**config.mk**
```make
export PLATFORM = sky130hd
export DESIGN_NAME = sub_serial
export DESIGN_NICKNAME = d
export VERILOG_FILES = /design/src/rtl/serial_arith_pkg.sv /design/src/rtl/fsub_bit.sv /design/src/rtl/sub_serial.sv
export SDC_FILE = /design/constraint.sdc
export NUM_CORES = 1
export LEC_CHECK = 0
export ABC_AREA = 1
export ABC_CLOCK_PERIOD_IN_PS = 1200
export CAP_MARGIN = 20
export CORE_ASPECT_RATIO = 1.5
export CORE_MARGIN = 1.5
export CORE_UTILIZATION = 49
export CTS_CLUSTER_DIAMETER = 40
export CTS_CLUSTER_SIZE = 28
export DETAILED_ROUTE_END_ITERATION = 7
export HOLD_SLACK_MARGIN = 0.1
export PLACE_DENSITY = 0.81
export REMOVE_ABC_BUFFERS = 1
export SLEW_MARGIN = 30
export SYNTH_ARGS = -nofsm -noshare
export SYNTH_HDL_FRONTEND = slang
export SYNTH_SLANG_ARGS = --single-unit
export TNS_END_PERCENT = 1
```
**constraint.sdc**
```tcl
create_clock -name clk -period 1.2 [get_ports clk]
set_input_delay 0.18 -clock clk [delete_from_list [all_inputs] [get_ports clk]]
set_output_delay 0.18 -clock clk [all_outputs]
set_load 0.02 [all_outputs]
```
**src/rtl/serial_arith_pkg.sv**
```systemverilog
// rtl/serial_arith_pkg.sv - shared state encoding and defaults for the serial arithmetic blocks
package serial_arith_pkg;

  localparam int WIDTH_DEFAULT = 8;

  typedef enum logic [1:0] {
    IDLE = 2'd0,
    SUB  = 2'd1,
    DONE = 2'd2
  } state_e;

endpackage

```
**src/rtl/fsub_bit.sv**
```systemverilog
// rtl/fsub_bit.sv - one-bit full subtractor (difference and borrow out)
module fsub_bit (
  input  logic x,
  input  logic y,
  input  logic bin,
  output logic d,
  output logic bout
);

  // Difference is the parity of the three inputs; a borrow is needed when
  // y plus the incoming borrow exceeds x.
  always_comb begin
    d    = x ^ y ^ bin;
    bout = (~x & y) | (~x & bin) | (y & bin);
  end

endmodule

```
**src/rtl/sub_serial.sv**
```systemverilog
// rtl/sub_serial.sv - bit-serial subtractor a-b, LSB first; SUB_SERIAL_OVF_EN adds the ovf port
module sub_serial
  import serial_arith_pkg::*;
#(
  parameter int WIDTH = WIDTH_DEFAULT
) (
  input  logic             clk,
  input  logic             rst,
  input  logic             en,
  input  logic [WIDTH-1:0] a,
  input  logic [WIDTH-1:0] b,
  output logic [WIDTH-1:0] out,
  output logic             borrow,
  output logic             done
`ifdef SUB_SERIAL_OVF_EN
  ,
  output logic             ovf
`endif
);

  // One extra bit so the counter can reach WIDTH without wrapping.
  localparam int CW = $clog2(WIDTH) + 1;
  localparam logic [CW-1:0] LAST = CW'(WIDTH - 1);

  state_e           state_q, state_d;
  logic [WIDTH-1:0] a_q, a_d;
  logic [WIDTH-1:0] b_q, b_d;
  logic [CW-1:0]    cnt_q, cnt_d;
  logic [WIDTH-1:0] out_q, out_d;
  logic             borrow_q, borrow_d;
  logic             done_q, done_d;
  logic             bit_diff;
  logic             bit_bout;
`ifdef SUB_SERIAL_OVF_EN
  logic             ovf_q, ovf_d;
`endif

  fsub_bit u_fsub_bit (
    .x    (a_q[0]),
    .y    (b_q[0]),
    .bin  (borrow_q),
    .d    (bit_diff),
    .bout (bit_bout)
  );

  // Next-state logic: load on start, shift one bit per SUB cycle, hold otherwise.
  always_comb begin
    state_d  = state_q;
    a_d      = a_q;
    b_d      = b_q;
    cnt_d    = cnt_q;
    out_d    = out_q;
    borrow_d = borrow_q;
`ifdef SUB_SERIAL_OVF_EN
    ovf_d    = ovf_q;
`endif
    case (state_q)
      IDLE: begin
        if (en) begin
          a_d      = a;
          b_d      = b;
          cnt_d    = '0;
          out_d    = '0;
          borrow_d = 1'b0;
`ifdef SUB_SERIAL_OVF_EN
          ovf_d    = 1'b0;
`endif
          state_d  = SUB;
        end
      end
      SUB: begin
        out_d    = {bit_diff, out_q[WIDTH-1:1]};
        a_d      = a_q >> 1;
        b_d      = b_q >> 1;
        borrow_d = bit_bout;
        cnt_d    = cnt_q + CW'(1);
        if (cnt_q == LAST) begin
          state_d = DONE;
`ifdef SUB_SERIAL_OVF_EN
          // Signed overflow: borrow into the sign bit differs from borrow out of it.
          ovf_d   = borrow_q ^ bit_bout;
`endif
        end
      end
      DONE: begin
        if (en) begin
          state_d = IDLE;
        end
      end
      default: begin
        state_d = IDLE;
      end
    endcase
    done_d = (state_d == DONE);
  end

  // State and datapath registers; reset abandons any operation in flight.
  always_ff @(posedge clk or posedge rst) begin
    if (rst) begin
      state_q  <= IDLE;
      a_q      <= '0;
      b_q      <= '0;
      cnt_q    <= '0;
      out_q    <= '0;
      borrow_q <= 1'b0;
      done_q   <= 1'b0;
`ifdef SUB_SERIAL_OVF_EN
      ovf_q    <= 1'b0;
`endif
    end else begin
      state_q  <= state_d;
      a_q      <= a_d;
      b_q      <= b_d;
      cnt_q    <= cnt_d;
      out_q    <= out_d;
      borrow_q <= borrow_d;
      done_q   <= done_d;
`ifdef SUB_SERIAL_OVF_EN
      ovf_q    <= ovf_d;
`endif
    end
  end

  assign out    = out_q;
  assign borrow = borrow_q;
  assign done   = done_q;
`ifdef SUB_SERIAL_OVF_EN
  assign ovf    = ovf_q;
`endif

endmodule
```
# Word level (Yosys, flattened, before mapping)
# Index checks and enable logic that the tools add are counted.
# Widths: inputs -> output; s select.
# totals
word_cells	38
input_bits	19
ff_bits	32
out_inout_bits	10
# classes
n_addsub	1
reduce_logical	3
eq_ne	5
n_mux	14
bitwise_logic	8
# ops
operator	n
$pmux 8 s2	3
$mux 8	3
$pmux 4 s2	1
$mux 2	3
$pmux 2 s3	1
$add 4x1->4 const B	1
$eq 2x2->1 const B	2
$eq 4x3->1 const B	1
$mux 4	1
$and 1x1->1	3
$eq 2x1->1 const B	1
$logic_not 2->1	1
$ne 2x2->1 const B	1
$or 1x1->1	2
$pmux 1 s2	1
$reduce_and 2->1	1
$reduce_bool 2->1	1
$xor 1x1->1	2
$mux 1	1
$not 1->1	1

# Depth between registers and ports, before layout
# Gate-level depths: netlist of run 1.
# depth
ltp_word	5
mapped_depth	6
depth_no_buf	5

# Modules after synthesis
# Synthesis of run 1 repeated with hierarchy kept, for this count alone.
# unflattened
hier_cells	182
area_unflattened_um2	1508.9
# modules_own_cells
module	area_per_inst_um2	seq_area_each_um2	cells_per_inst	instances
sub_serial	1481.4	800.8	179	1
fsub_bit	27.5	0.0	3	1

# Worst setup path before layout of run 1
# Ideal clock, no wire load.
# synth_path
path_type	flip-flop to flip-flop
startpoint	register borrow_q (netlist: borrow)
endpoint	register out_q[7] (netlist: out[7])
path_stages_with_launch	3
n_path_buf	0
period_less_slack_ps	1210
slack_ps	-10
setup_time_ps	130
required_time_ps	1070
arrival_time_ps	1080
cell_sequence	dfrtp_1 fa_1 o22ai_1
# synth_via
elab_chain_len	2
# synth_lines
item	line	text
from (decl)	sub_serial.sv:30	logic borrow_q, borrow_d;
from (signal assigned)	sub_serial.sv:116	borrow_q <= borrow_d;
$xor 1x1->1	fsub_bit.sv:13	d = x ^ y ^ bin;
$pmux 8 s2	sub_serial.sv:57	case (state_q)
to (signal assigned)	sub_serial.sv:115	out_q <= out_d;
to (decl)	sub_serial.sv:29	logic [WIDTH-1:0] out_q, out_d;
# No other way between the ends.
# A chain may end at the register's enable or synchronous reset.

# Worst setup path in the final report of run 1
# layout_path
startpoint	register out_q[2] (netlist: out[2])
endpoint	output port out[2]
# layout_rtl
item	line	text
to (decl)	sub_serial.sv:12	output logic [WIDTH-1:0] out,
# No word-level cell between the ends.

==> impl_metrics.ini, run 1 <==
[critical_path]
critPathRequiredTime_ns = 1.02
path_max_fanout = 2
worstPathCellList = dlygate4sd2_1
cpMaxStageDelayCell = dfrtp_1
crit_family = flip-flops
arrival_ns = 0.99
slowest_delay_ns = 0.38
crit_buf_inv = 1
critical_path_class = flip-flop to primary output
worst_setup_path_start_kind = flip-flop
end_kind = primary output

[logic_synthesis]
synth_adder_area_share = 0.0233
synth-compound-area-share = 0.0530
syn-cell-area_sq_mm = 0.00139
yosys_warnings = 0
syn_avg_cell_area_sq_um = 9.11
yosysSeqAreaShare = 0.575
ys_types = 19
synthCells = 153
ys_ff_latch = 32
synth_top_family_by_area = simple AND/OR/NAND/NOR gates
synth_edf_count = 0
synth.area.mux_share = 0
async_flop_share = 1.00
ys.flop_type = dfrtp_1
synth_xor_area_frac = 0.00628
synth-simple-area-share = 0.275

[sta]
setup_violations = 0
drv_slew = 0
max_freq_mhz = 858
rsz0062_at_grt = yes
worst_clock_skew_ns = 0.00330
max_slew.worst_pin.slew_ns = 0.240
hold_viol_final = 0
period_needed_ns = 1.17
relSlewSlack = 0.839
min_period_over_period = 0.971

[global_route]
gr-total-overflow = 0
grt_pass1_vias = 1247
track_usage = 0.226
antenna_found_initial = 0
grt_pass1_wl_um = 5070
grt_max_degree = 33

[floorplan]
start_util = 0.521
num_io_pins = 29
dieArea_sq_mm = 0.00318
fp.dieH_um = 68.3
placeableCoreArea_sq_mm = 0.00268
die_x_um = 46.5
rows = 23

[clock_network]
clk_path_buf_depth = 2
htree_levels = 2
hold_buffers = 0
clock-sinks = 32
cts_tree = yes
clkTransAtPathRegs_ns = 0.06
numCtsBuffers = 5
insertion_delay_ns = 0.28
postCtsSetupRepairBufs = 0
cts_root_buf = clkbuf_8

[power]
p_per_area_mw_per_mm2 = 2250
peakVddDrop_mv = 1.14
leakage_uw = 0.000885

[cells_and_area]
multi_input_area_sq_um = 498
fin_cells = 225
fillers = 224
antenna_cells = 0
nNetsFinal = 208
area_delta_synth_final_pct = 30.9
seqCellArea_sq_um = 802
final_util = 0.682
drive_gt1_frac = 0.106

[route]
first_pass_iters = 4
drt_iter0_drc = 22
antenna_left = 0
avgViaCountPerCell = 5.23
via_count = 1177
drt-total-wl_um = 2940
drc = 0
wire_per_inst_um = 13.1

[status]
status = finished clean

[flow_run]
drv_cap = 0

[placement]
port_buffers = 28
gp_congestion = 0.763
dp_cells = 217
dp_hpwl_um = 1990

[worst_hold_path]
hp-class = input port to async pin
==> final timing paths <==
check,slack [ns],end,from,cells past startpoint
min in group clk,0.43,b_q[7],b[7],3
min reg2reg,0.50,a_q[3],a_q[4],2
max reg2reg,0.04,out[7],a_q[0],3
max in group asynchronous,0.76,cnt_q[0],rst,3
min,0.26,out[3],rst,3
max,0.03,out[2],out[2],1
==> per-layer routing <==
layer / routed length [um] / track usage / up-vias
li1: - / - / 572
met1: 1180 / 0.240 / 567
met2: 1570 / 0.389 / 29
met3: 119 / 0.0792 / 9
met4: 72 / 0.100 / 0
met5: 0 / 0 / -
==> layout by cell type (no fill, tap or decap) <==
master and n:
dfrtp_1 31, o21ai_0 4, clkbuf_8 6, clkbuf_2 1, nand2_1 41, o22ai_1 7, fa_1 1, inv_1 10
o21ai_1 1, inv_2 2, clkdlybuf4s15_1 2, a21oi_1 1, dlygate4sd2_1 7, dfrtp_2 1, xnor2_1 1, nand3_1 39
nand4_1 1, nor2_1 1, clkdlybuf4s50_1 18, nand2_2 2, nor2_4 1, buf_4 4, ha_1 1, buf_12 2
inv_4 1, clkbuf_1 2
==> Yosys cell counts, types with 2 or more instances <==
cell,n,area share
buf_2,5,0.018
dfrtp_1,32,0.57
inv_1,11,0.030
nand2_1,41,0.11
nand2_2,2,0.0090
nand3_1,39,0.14
o21ai_0,5,0.018
o22ai_1,7,0.031
==> through the flow <==
step / power (uW) / hold WS (ns) / area [sq um] / setup WS (ns) / setup TNS, ns
floorplan: 2680 / 0.289 / 1350 / -0.0712 / -0.224
detailed placement: 3370 / 0.486 / 1750 / -0.108 / -2.48
CTS: 4140 / 0.267 / 1830 / 0.00202 / 0
global placement: 3290 / 0.470 / 1750 / -0.0859 / -1.70
finish: 4110 / 0.258 / 1820 / 0.0349 / 0
global route: 4430 / 0.286 / 1820 / -0.00292 / -0.00292
==> timing repair <==
action | in CTS | in global routing
gates resized for setup | 11 | 6
pin swaps | 0 | 1
setup endpoints to repair | 10 | 6
==> power breakdown <==
group | total (uW) | leakage [uW] | internal (uW) | switching [uW]
clock | 844 | 0.0000455 | 467 | 377
combinational | 1550 | 0.000425 | 621 | 925
sequential | 1720 | 0.000415 | 1460 | 260
total | 4110 | 0.000885 | 2550 | 1560
==> registers in the layout, indices dropped and copies added, names as in the netlist <==
name     flops
out          8
b_q          8
state_q      2
borrow       1
done         1
a_q          8
cnt_q        4
==> kinds of logic after synthesis <==
group	Yosys count
xor gates and xnor gates	1
and+or+nand+nor	85
AOI/OAI and AO/OA	13
DFF	32
buffers and inverters	20
adders and majority gates	2
==> area by class of cell <==
class | count | share of cell area
sequential | 32 | 0.440
multi-input combinational | 101 | 0.273
timing repair buffer | 34 | 0.184
clock buffer | 8 | 0.0494
inverter | 13 | 0.0281
tap | 37 | 0.0254
==> tightest hold or removal path: stages <==
cell and delay, ns:
clkdlybuf4s50_1 0.41, inv_1 0.10, buf_12 0.21
(Power assumes the default switching activity.)
==> inputs of run 2 (changes only) <==
--- a/config.mk
+++ b/config.mk
@@ -14,9 +14,12 @@
 export CTS_CLUSTER_DIAMETER = 40
 export CTS_CLUSTER_SIZE = 28
 export DETAILED_ROUTE_END_ITERATION = 7
+export GPL_ROUTABILITY_DRIVEN = 1
 export HOLD_SLACK_MARGIN = 0.1
 export PLACE_DENSITY = 0.81
 export REMOVE_ABC_BUFFERS = 1
+export SKIP_CTS_REPAIR_TIMING = 1
+export SKIP_LAST_GASP = 1
 export SLEW_MARGIN = 30
 export SYNTH_ARGS = -nofsm -noshare
 export SYNTH_HDL_FRONTEND = slang
==> impl_metrics.ini, run 2 (synthesis results as in run 1) <==
[floorplan]
dieArea_sq_mm = 0.00318
num_io_pins = 29
placeableCoreArea_sq_mm = 0.00268
die_x_um = 46.5
fp.dieH_um = 68.3
start_util = 0.521
rows = 23

[critical_path]
worst_setup_path_start_kind = flip-flop
critical_path_class = flip-flop to primary output
cpMaxStageDelayCell = clkdlybuf4s50_1
path_max_fanout = 3
slowest_delay_ns = 0.61
arrival_ns = 1.26
crit_family = buffers and inverters
r2r_start = borrow
crit_buf_inv = 1
end_kind = primary output
cp-startpoint = out[5]
worstPathCellList = clkdlybuf4s50_1
critPathRequiredTime_ns = 1.02

[clock_network]
clkTransAtPathRegs_ns = 0.06
clock-sinks = 32
cts_tree = yes
cts_root_buf = clkbuf_8
htree_levels = 2
clk_path_buf_depth = 2
numCtsBuffers = 5
insertion_delay_ns = 0.28

[route]
antenna_left = 0
drt_iter0_drc = 23
drc = 0
via_count = 1172
first_pass_iters = 4
drt-total-wl_um = 2940
avgViaCountPerCell = 5.21
wire_per_inst_um = 13.0

[cells_and_area]
final_cell_area_sq_mm = 0.00184
drive_gt1_frac = 0.0904
seqCellArea_sq_um = 801
fillers = 220
multi_input_area_sq_um = 498
antenna_cells = 0
mostFrequentLayoutCell = nand2_1
layout_common_cells = nand2_1, nand3_1, dfrtp_1
area_delta_synth_final_pct = 32.0
fin_cells = 225
nNetsFinal = 208

[sta]
hold_viol_final = 0
period_needed_ns = 1.44
relSlewSlack = 0.842
max_slew.worst_pin.slew_ns = 0.236
worst_clock_skew_ns = 0.00324
rsz0062_at_grt = yes
setup_violations = 9
max_freq_mhz = 695
layout_setup_ws_ns = -0.240
drv_slew = 0
min_period_over_period = 1.20

[power]
peakVddDrop_mv = 1.15
power_uw = 4200
leakage_uw = 0.000873
p_per_area_mw_per_mm2 = 2280

[global_route]
gr-total-overflow = 0
track_usage = 0.226
antenna_found_initial = 0
grt_max_degree = 33
grt_pass1_vias = 1247
grt_pass1_wl_um = 5070

[flow_run]
drv_cap = 0

[status]
status = complete, but fails checks
violations = setup timing

[placement]
port_buffers = 28
placed_area_sq_mm = 0.00175
dp_cells = 217
dp_hpwl_um = 1990
gp_congestion = 0.763

[worst_hold_path]
hp-class = input port to async pin
-- run 2: cell type report --
| cell class | count | area share |
|---|---|---|
| sequential | 32 | 0.435 |
| multi-input combinational | 101 | 0.271 |
| timing repair buffer | 34 | 0.192 |
| clock buffer | 8 | 0.0490 |
| inverter | 13 | 0.0279 |
| tap | 37 | 0.0252 |
-- run 2: worst register-to-register path, delay by kind of cell (launching register included) --
kind,cells,cell delay [ns]
flops,1,0.41
compound gates,1,0.08
fa+ha+maj,1,0.56
-- run 2: report_power, final --
part / total (uW) / leakage [uW] / internal (uW) / switching, uW
sequential: 1720 / 0.000416 / 1460 / 262
combinational: 1640 / 0.000412 / 711 / 925
clock: 842 / 0.0000455 / 467 / 375
total: 4200 / 0.000873 / 2640 / 1560
-- run 2: final timing paths --
path / to / slack [ns] / cells past startpoint
min in group clk: b_q[7] / 0.43 / 3
max in group asynchronous: a_q[7] / 0.77 / 3
worst max-delay path: out[5] / -0.24 / 1
worst max register to register: out[7] / 0.03 / 2
worst min register to register: a_q[3] / 0.50 / 2
worst min-delay path: out[3] / 0.26 / 3
-- run 2: routing by layer --
metal,GRT usage,vias to the layer above,part of all wire
li1,-,572,-
met1,0.240,564,0.41
met2,0.389,27,0.53
met3,0.0792,9,0.039
met4,0.100,0,0.025
met5,0,-,0
-- run 2: through the flow --
step                      setup WS (ns)  TNS [ns]  hold slack, ns   util
after floorplan                 -0.0712    -0.224           0.289      -
after global placement          -0.0859     -1.70           0.470  0.653
after detailed placement         -0.108     -2.48           0.486  0.653
after CTS                        -0.301     -2.26           0.267  0.686
after global routing             -0.281     -2.32           0.286  0.687
final                            -0.240     -1.88           0.258  0.687
